`src/rtl/dac_dual_spi_tx.sv`:
```
// Dual-channel SPI transmitter for a two-channel DAC.
// One pending sample pair is buffered. Each frame shifts 16 bits per channel, MSB
// first, on a shared sclk and sync_n. sclk idles high and data is held stable
// across the falling edge, which is where the DAC samples.
module dac_dual_spi_tx #(
  parameter int SCLK_HALF  = 2,
  parameter int GAP_CYCLES = 2
) (
  input  logic        clk,
  input  logic        rst,
  input  logic [11:0] x_in,
  input  logic [11:0] y_in,
  input  logic        in_stb,
  output logic        sclk,
  output logic        sync_n,
  output logic        dina,
  output logic        dinb,
  output logic        busy,
  output logic        frame_done,
  output logic [7:0]  drop_cnt
);

  typedef enum logic [1:0] {
    IDLE  = 2'd0,
    SHIFT = 2'd1,
    GAP   = 2'd2
  } state_t;

  // Last cycle index inside one bit, the length of the sclk-high half, and the last gap cycle
  localparam logic [4:0] CNT_LAST = 5'(2 * SCLK_HALF - 1);
  localparam logic [4:0] HALF_LEN = 5'(SCLK_HALF);
  localparam logic [3:0] GAP_LAST = 4'(GAP_CYCLES - 1);

  state_t      state_r;
  logic [11:0] pend_x_r;
  logic [11:0] pend_y_r;
  logic        pend_v_r;
  logic [15:0] shift_a_r;
  logic [15:0] shift_b_r;
  logic [4:0]  cnt_r;
  logic [3:0]  bit_r;
  logic [3:0]  gap_r;
  logic        consume_s;
  logic [4:0]  cnt_next_s;

  // The pending buffer is taken by the FSM whenever it sits in IDLE with a valid entry
  always_comb begin
    consume_s  = 1'b0;
    cnt_next_s = cnt_r + 5'd1;
    if ((state_r == IDLE) && pend_v_r) begin
      consume_s = 1'b1;
    end else begin
      consume_s = 1'b0;
    end
  end

  // One-entry pending buffer and saturating overwrite counter
  always_ff @(posedge clk) begin
    if (rst) begin
      pend_x_r <= 12'd0;
      pend_y_r <= 12'd0;
      pend_v_r <= 1'b0;
      drop_cnt <= 8'd0;
    end else if (in_stb) begin
      pend_x_r <= x_in;
      pend_y_r <= y_in;
      pend_v_r <= 1'b1;
      // A same-cycle consume moves the old sample out, so nothing is lost then
      if (pend_v_r && !consume_s && (drop_cnt != 8'd255)) begin
        drop_cnt <= drop_cnt + 8'd1;
      end
    end else if (consume_s) begin
      pend_v_r <= 1'b0;
    end
  end

  // Frame FSM: every output is produced here as a register
  always_ff @(posedge clk) begin
    if (rst) begin
      state_r    <= IDLE;
      sclk       <= 1'b1;
      sync_n     <= 1'b1;
      dina       <= 1'b0;
      dinb       <= 1'b0;
      busy       <= 1'b0;
      frame_done <= 1'b0;
      shift_a_r  <= 16'd0;
      shift_b_r  <= 16'd0;
      cnt_r      <= 5'd0;
      bit_r      <= 4'd0;
      gap_r      <= 4'd0;
    end else begin
      frame_done <= 1'b0;
      case (state_r)
        IDLE: begin
          sclk   <= 1'b1;
          sync_n <= 1'b1;
          dina   <= 1'b0;
          dinb   <= 1'b0;
          if (pend_v_r) begin
            shift_a_r <= {4'b0000, pend_x_r};
            shift_b_r <= {4'b0000, pend_y_r};
            cnt_r     <= 5'd0;
            bit_r     <= 4'd0;
            sync_n    <= 1'b0;
            busy      <= 1'b1;
            state_r   <= SHIFT;
          end else begin
            busy <= 1'b0;
          end
        end
        SHIFT: begin
          if (cnt_r == CNT_LAST) begin
            // End of the low half: advance to the next bit, or close the frame
            shift_a_r <= {shift_a_r[14:0], 1'b0};
            shift_b_r <= {shift_b_r[14:0], 1'b0};
            cnt_r     <= 5'd0;
            sclk      <= 1'b1;
            if (bit_r == 4'd15) begin
              bit_r   <= 4'd0;
              gap_r   <= 4'd0;
              sync_n  <= 1'b1;
              dina    <= 1'b0;
              dinb    <= 1'b0;
              state_r <= GAP;
            end else begin
              bit_r <= bit_r + 4'd1;
              dina  <= shift_a_r[14];
              dinb  <= shift_b_r[14];
            end
          end else begin
            cnt_r <= cnt_next_s;
            sclk  <= (cnt_next_s < HALF_LEN);
            // The pulse lands on the final cycle of the last bit's low half
            if ((bit_r == 4'd15) && (cnt_next_s == CNT_LAST)) begin
              frame_done <= 1'b1;
            end else begin
              frame_done <= 1'b0;
            end
          end
        end
        GAP: begin
          sclk   <= 1'b1;
          sync_n <= 1'b1;
          if (gap_r == GAP_LAST) begin
            busy    <= 1'b0;
            state_r <= IDLE;
          end else begin
            gap_r <= gap_r + 4'd1;
          end
        end
        default: begin
          state_r <= IDLE;
          sclk    <= 1'b1;
          sync_n  <= 1'b1;
          dina    <= 1'b0;
          dinb    <= 1'b0;
          busy    <= 1'b0;
        end
      endcase
    end
  end

endmodule

```
`config.mk`:
```
export PLATFORM = sky130hd
export DESIGN_NAME = dac_dual_spi_tx
export DESIGN_NICKNAME = d
export VERILOG_FILES = /design/src/rtl/dac_dual_spi_tx.sv
export SDC_FILE = /design/constraint.sdc
export NUM_CORES = 1
export LEC_CHECK = 0
export CORE_ASPECT_RATIO = 0.75
export CORE_MARGIN = 3
export CORE_UTILIZATION = 50
export DETAILED_ROUTE_END_ITERATION = 10
export PLACE_DENSITY = 0.75
export SYNTH_ARGS = -nofsm -noshare
export SYNTH_HDL_FRONTEND = slang
export SYNTH_SLANG_ARGS = --single-unit
```
`constraint.sdc`:
```
create_clock -name clk -period 2.1 [get_ports clk]
set_clock_uncertainty 0.05 [all_clocks]
set_input_delay 0.21 -clock clk [delete_from_list [all_inputs] [get_ports clk]]
set_output_delay 0.21 -clock clk [all_outputs]
set_load 0.02 [all_outputs]
```
==> flow_summary.yaml <==
power_and_ir_drop:
  power_switching_w: 0.000766
  powerDensity_nw_per_um2: 752
  p_int_w: 0.00241
  ir_worst_vdd_uv: 440
  switching_share_pct: 24.1
  p_leak_nw: 1.63
  p_seq_share_pct: 53.1
  pwr-share-clk_pct: 36.7
  pwr-share-comb_pct: 10.2
cts:
  tritoncts: "built"
  insertion_delay_ps: 350
  numCtsBuffers: 9
  cts-root-buf: "clkbuf_8"
  cts_hold_buf: 0
  htree_levels: 3
  cts_buffer_depth: 2
  cts_resized: 0
  cts_setup_buffers: 0
  cts.sinks: 84
  clk_pin_slew_ps: 80
timing:
  worst_pin_slew_ps: 770
  setup_viol: 0
  finalWorstSetupSlack_ps: 77.9
  timing.fmax_mhz: 495
  setup-tns-final_ps: 0
  maxSlewViolCount: 0
  period_minus_slack_ps: 2020
  report.final.hold_viol_count: 0
  grt_setup_unrepaired: "no"
  finalCritPeriodShare_pct: 96.3
  relSlewSlack_pct: 48.5
synthesis:
  syn_nets: 376
  synth_area_um2: 3520
  synth_top_family_by_area: "compound AO/OA/AOI/OAI gates"
  synthAdderAreaFrac_pct: 2.13
  syn_inst: 343
  yosysWarnings: 0
  synthDistinctLibCells: 53
  ys_seq_area_share_pct: 47.7
  synth_xor_area_share_pct: 0.248
  synthSimpleGateAreaFrac_pct: 14.1
  synth_compound_area_share_pct: 18.7
  ys_ff_latch: 84
  async_flop_share_pct: 0
  synth_flop_cell: "dfxtp_1"
  avgSynthCellArea_um2: 10.3
  synth_edf_count: 0
  muxShareOfSynthArea_pct: 12.8
hold_path:
  hold_path_end: "pend_y_r[11]"
  worstHoldPathType: "in -> reg"
  min_from: "rst"
  whs_path_depth: 2
critical_path:
  cp_max_fo: 7
  r2r_end: "shift_a_r[10]"
  crit_path_end_kind: "flop"
  critPathBufInv: 1
  crit_required_ps: 2300
  worstSetupPathType: "reg -> reg"
  r2r_setup_slack_ps: 80
  critPathMaxStageDelay_ps: 520
  crit_path_start: "cnt_r[0]"
  cp-start-kind: "flop"
  reg2reg_from: "cnt_r[0]"
  worstPathCellList: "ha_1 > or4b_4 > a21boi_4 > buf_4 > nor2_1 > a311oi_1"
  slowest_stage: "or4b_4"
  worst_r2r_path_depth: 6
  arrival_ps: 2230
  cp_top_family: "simple AND/OR/NAND/NOR gates"
floorplanning:
  die-area_um2: 8100
  ios: 41
  die_x_um: 103
  rows: 25
  initial_utilization_pct: 53.7
  die_h_um: 78.7
  design.core.area_um2: 6570
placed_design:
  dp_slack_ps: 121
  io_buffer_count: 40
  dp.final_hpwl_mm: 4.96
  place_congestion: 0.765
  placed_cells: 458
run:
  cap_violations: 0
route:
  initialDrtViolationCount: 117
  avgViaCountPerCell: 5.75
  vias: 2718
  antenna_left: 0
  drt-pass1-iter-count: 4
  post_drt_wl_per_cell_um: 15.4
  drc: 0
  wl_mm: 7.27
finish:
  layout_common_cells: "dfxtp_1 (84), mux2i_1 (44), clkdlybuf4s50_1 (39)"
  final_nets: 421
  stdcell_count: 473
  synthToLayoutAreaGrowth_pct: 19.9
  final_common_cell: "dfxtp_1"
  insertedDiodeCount: 0
  drive_gt1_share_pct: 13.0
global_route:
  grt_max_degree: 29
  grt_pass1_vias: 2562
  gr-total-overflow: 0
  track_usage_pct: 19.2
  antenna_found_initial: 0
  grt_pass1_wl_mm: 12.3
run_status:
  outcome: "finished clean"
-- Yosys cell counts, types with 4 or more instances --
library cell	instances	area share [%]
nor2_1	38	4.0
o2bb2ai_2	10	4.3
o21ai_0	11	1.6
buf_4	5	1.1
a21oi_1	12	1.7
a311oi_1	6	1.5
nand2_1	21	2.2
buf_1	4	0.43
a22o_1	9	2.2
inv_1	6	0.64
mux2i_1	44	12
dfxtp_1	84	48
o2bb2ai_1	9	2.2
clkbuf_1	6	0.64
nand3_1	14	2.0
or3_1	4	0.71
ha_1	6	2.1
-- power by group through the flow --
stage / Clock (W) / Combinational [W] / Sequential [W]
6_report: 0.00117 / 0.000324 / 0.00169
2_1_floorplan: 0 / 0.000220 / 0.00172
4_1_cts: 0.00121 / 0.000326 / 0.00169
5_1_grt: 0.00127 / 0.000355 / 0.00170
3_3_place_gp: 0 / 0.000315 / 0.00172
3_5_place_dp: 0 / 0.000324 / 0.00173
-- cell type report --
cell class / instances / area [um2]
fill: 541 / 2340
multi-input combinational: 231 / 1700
sequential: 84 / 1680
timing repair buffer: 55 / 520
clock buffer: 12 / 155
tap: 81 / 101
clock inverter: 3 / 46.3
inverter: 7 / 26.3
-- state kept, by name, indices dropped and copies added (netlist names), 2 cells and up --
register,cells
cnt_r,5
shift_a_r,15
pend_y_r,12
pend_x_r,12
drop_cnt,8
shift_b_r,15
bit_r,4
state_r,2
gap_r,4
-- how the worst max path moves through the flow --
stage | endpoint | depth (start not counted)
5_1_grt | shift_a_r[9] | 6
2_1_floorplan | shift_a_r[1] | 6
4_1_cts | shift_a_r[10] | 6
3_5_place_dp | drop_cnt[5] | 5
3_3_place_gp | shift_b_r[0] | 5
6_report | shift_a_r[10] | 6
-- metrics by stage --
step	total power (W)	utilization, %	instance area (um2)	hold slack [ps]
after CTS	0.00322	64.3	4230	216
after floorplan	0.00194	-	3520	307
after global placement	0.00204	61.3	4030	396
after global routing	0.00332	64.3	4230	227
final	0.00318	64.3	4230	234
after detailed placement	0.00205	61.3	4030	398
-- per-layer routing --
layer	vias up	wire length [um]	GRT usage (%)
li1	1351	-	-
met1	1312	3590	25.5
met2	49	3270	29.0
met3	6	358	7.20
met4	0	53	5.69
met5	-	0	0
-- cells by family (layout without fill, tap and decap cells) --
family,Yosys count,count (layout)
mux,45,45
buf+inv,28,77
fa+ha+maj,6,6
flops,84,84
simple gates,100,100
xor+xnor,1,1
compound gates,79,79
Note: power is estimated with default switching activity, not from simulation.
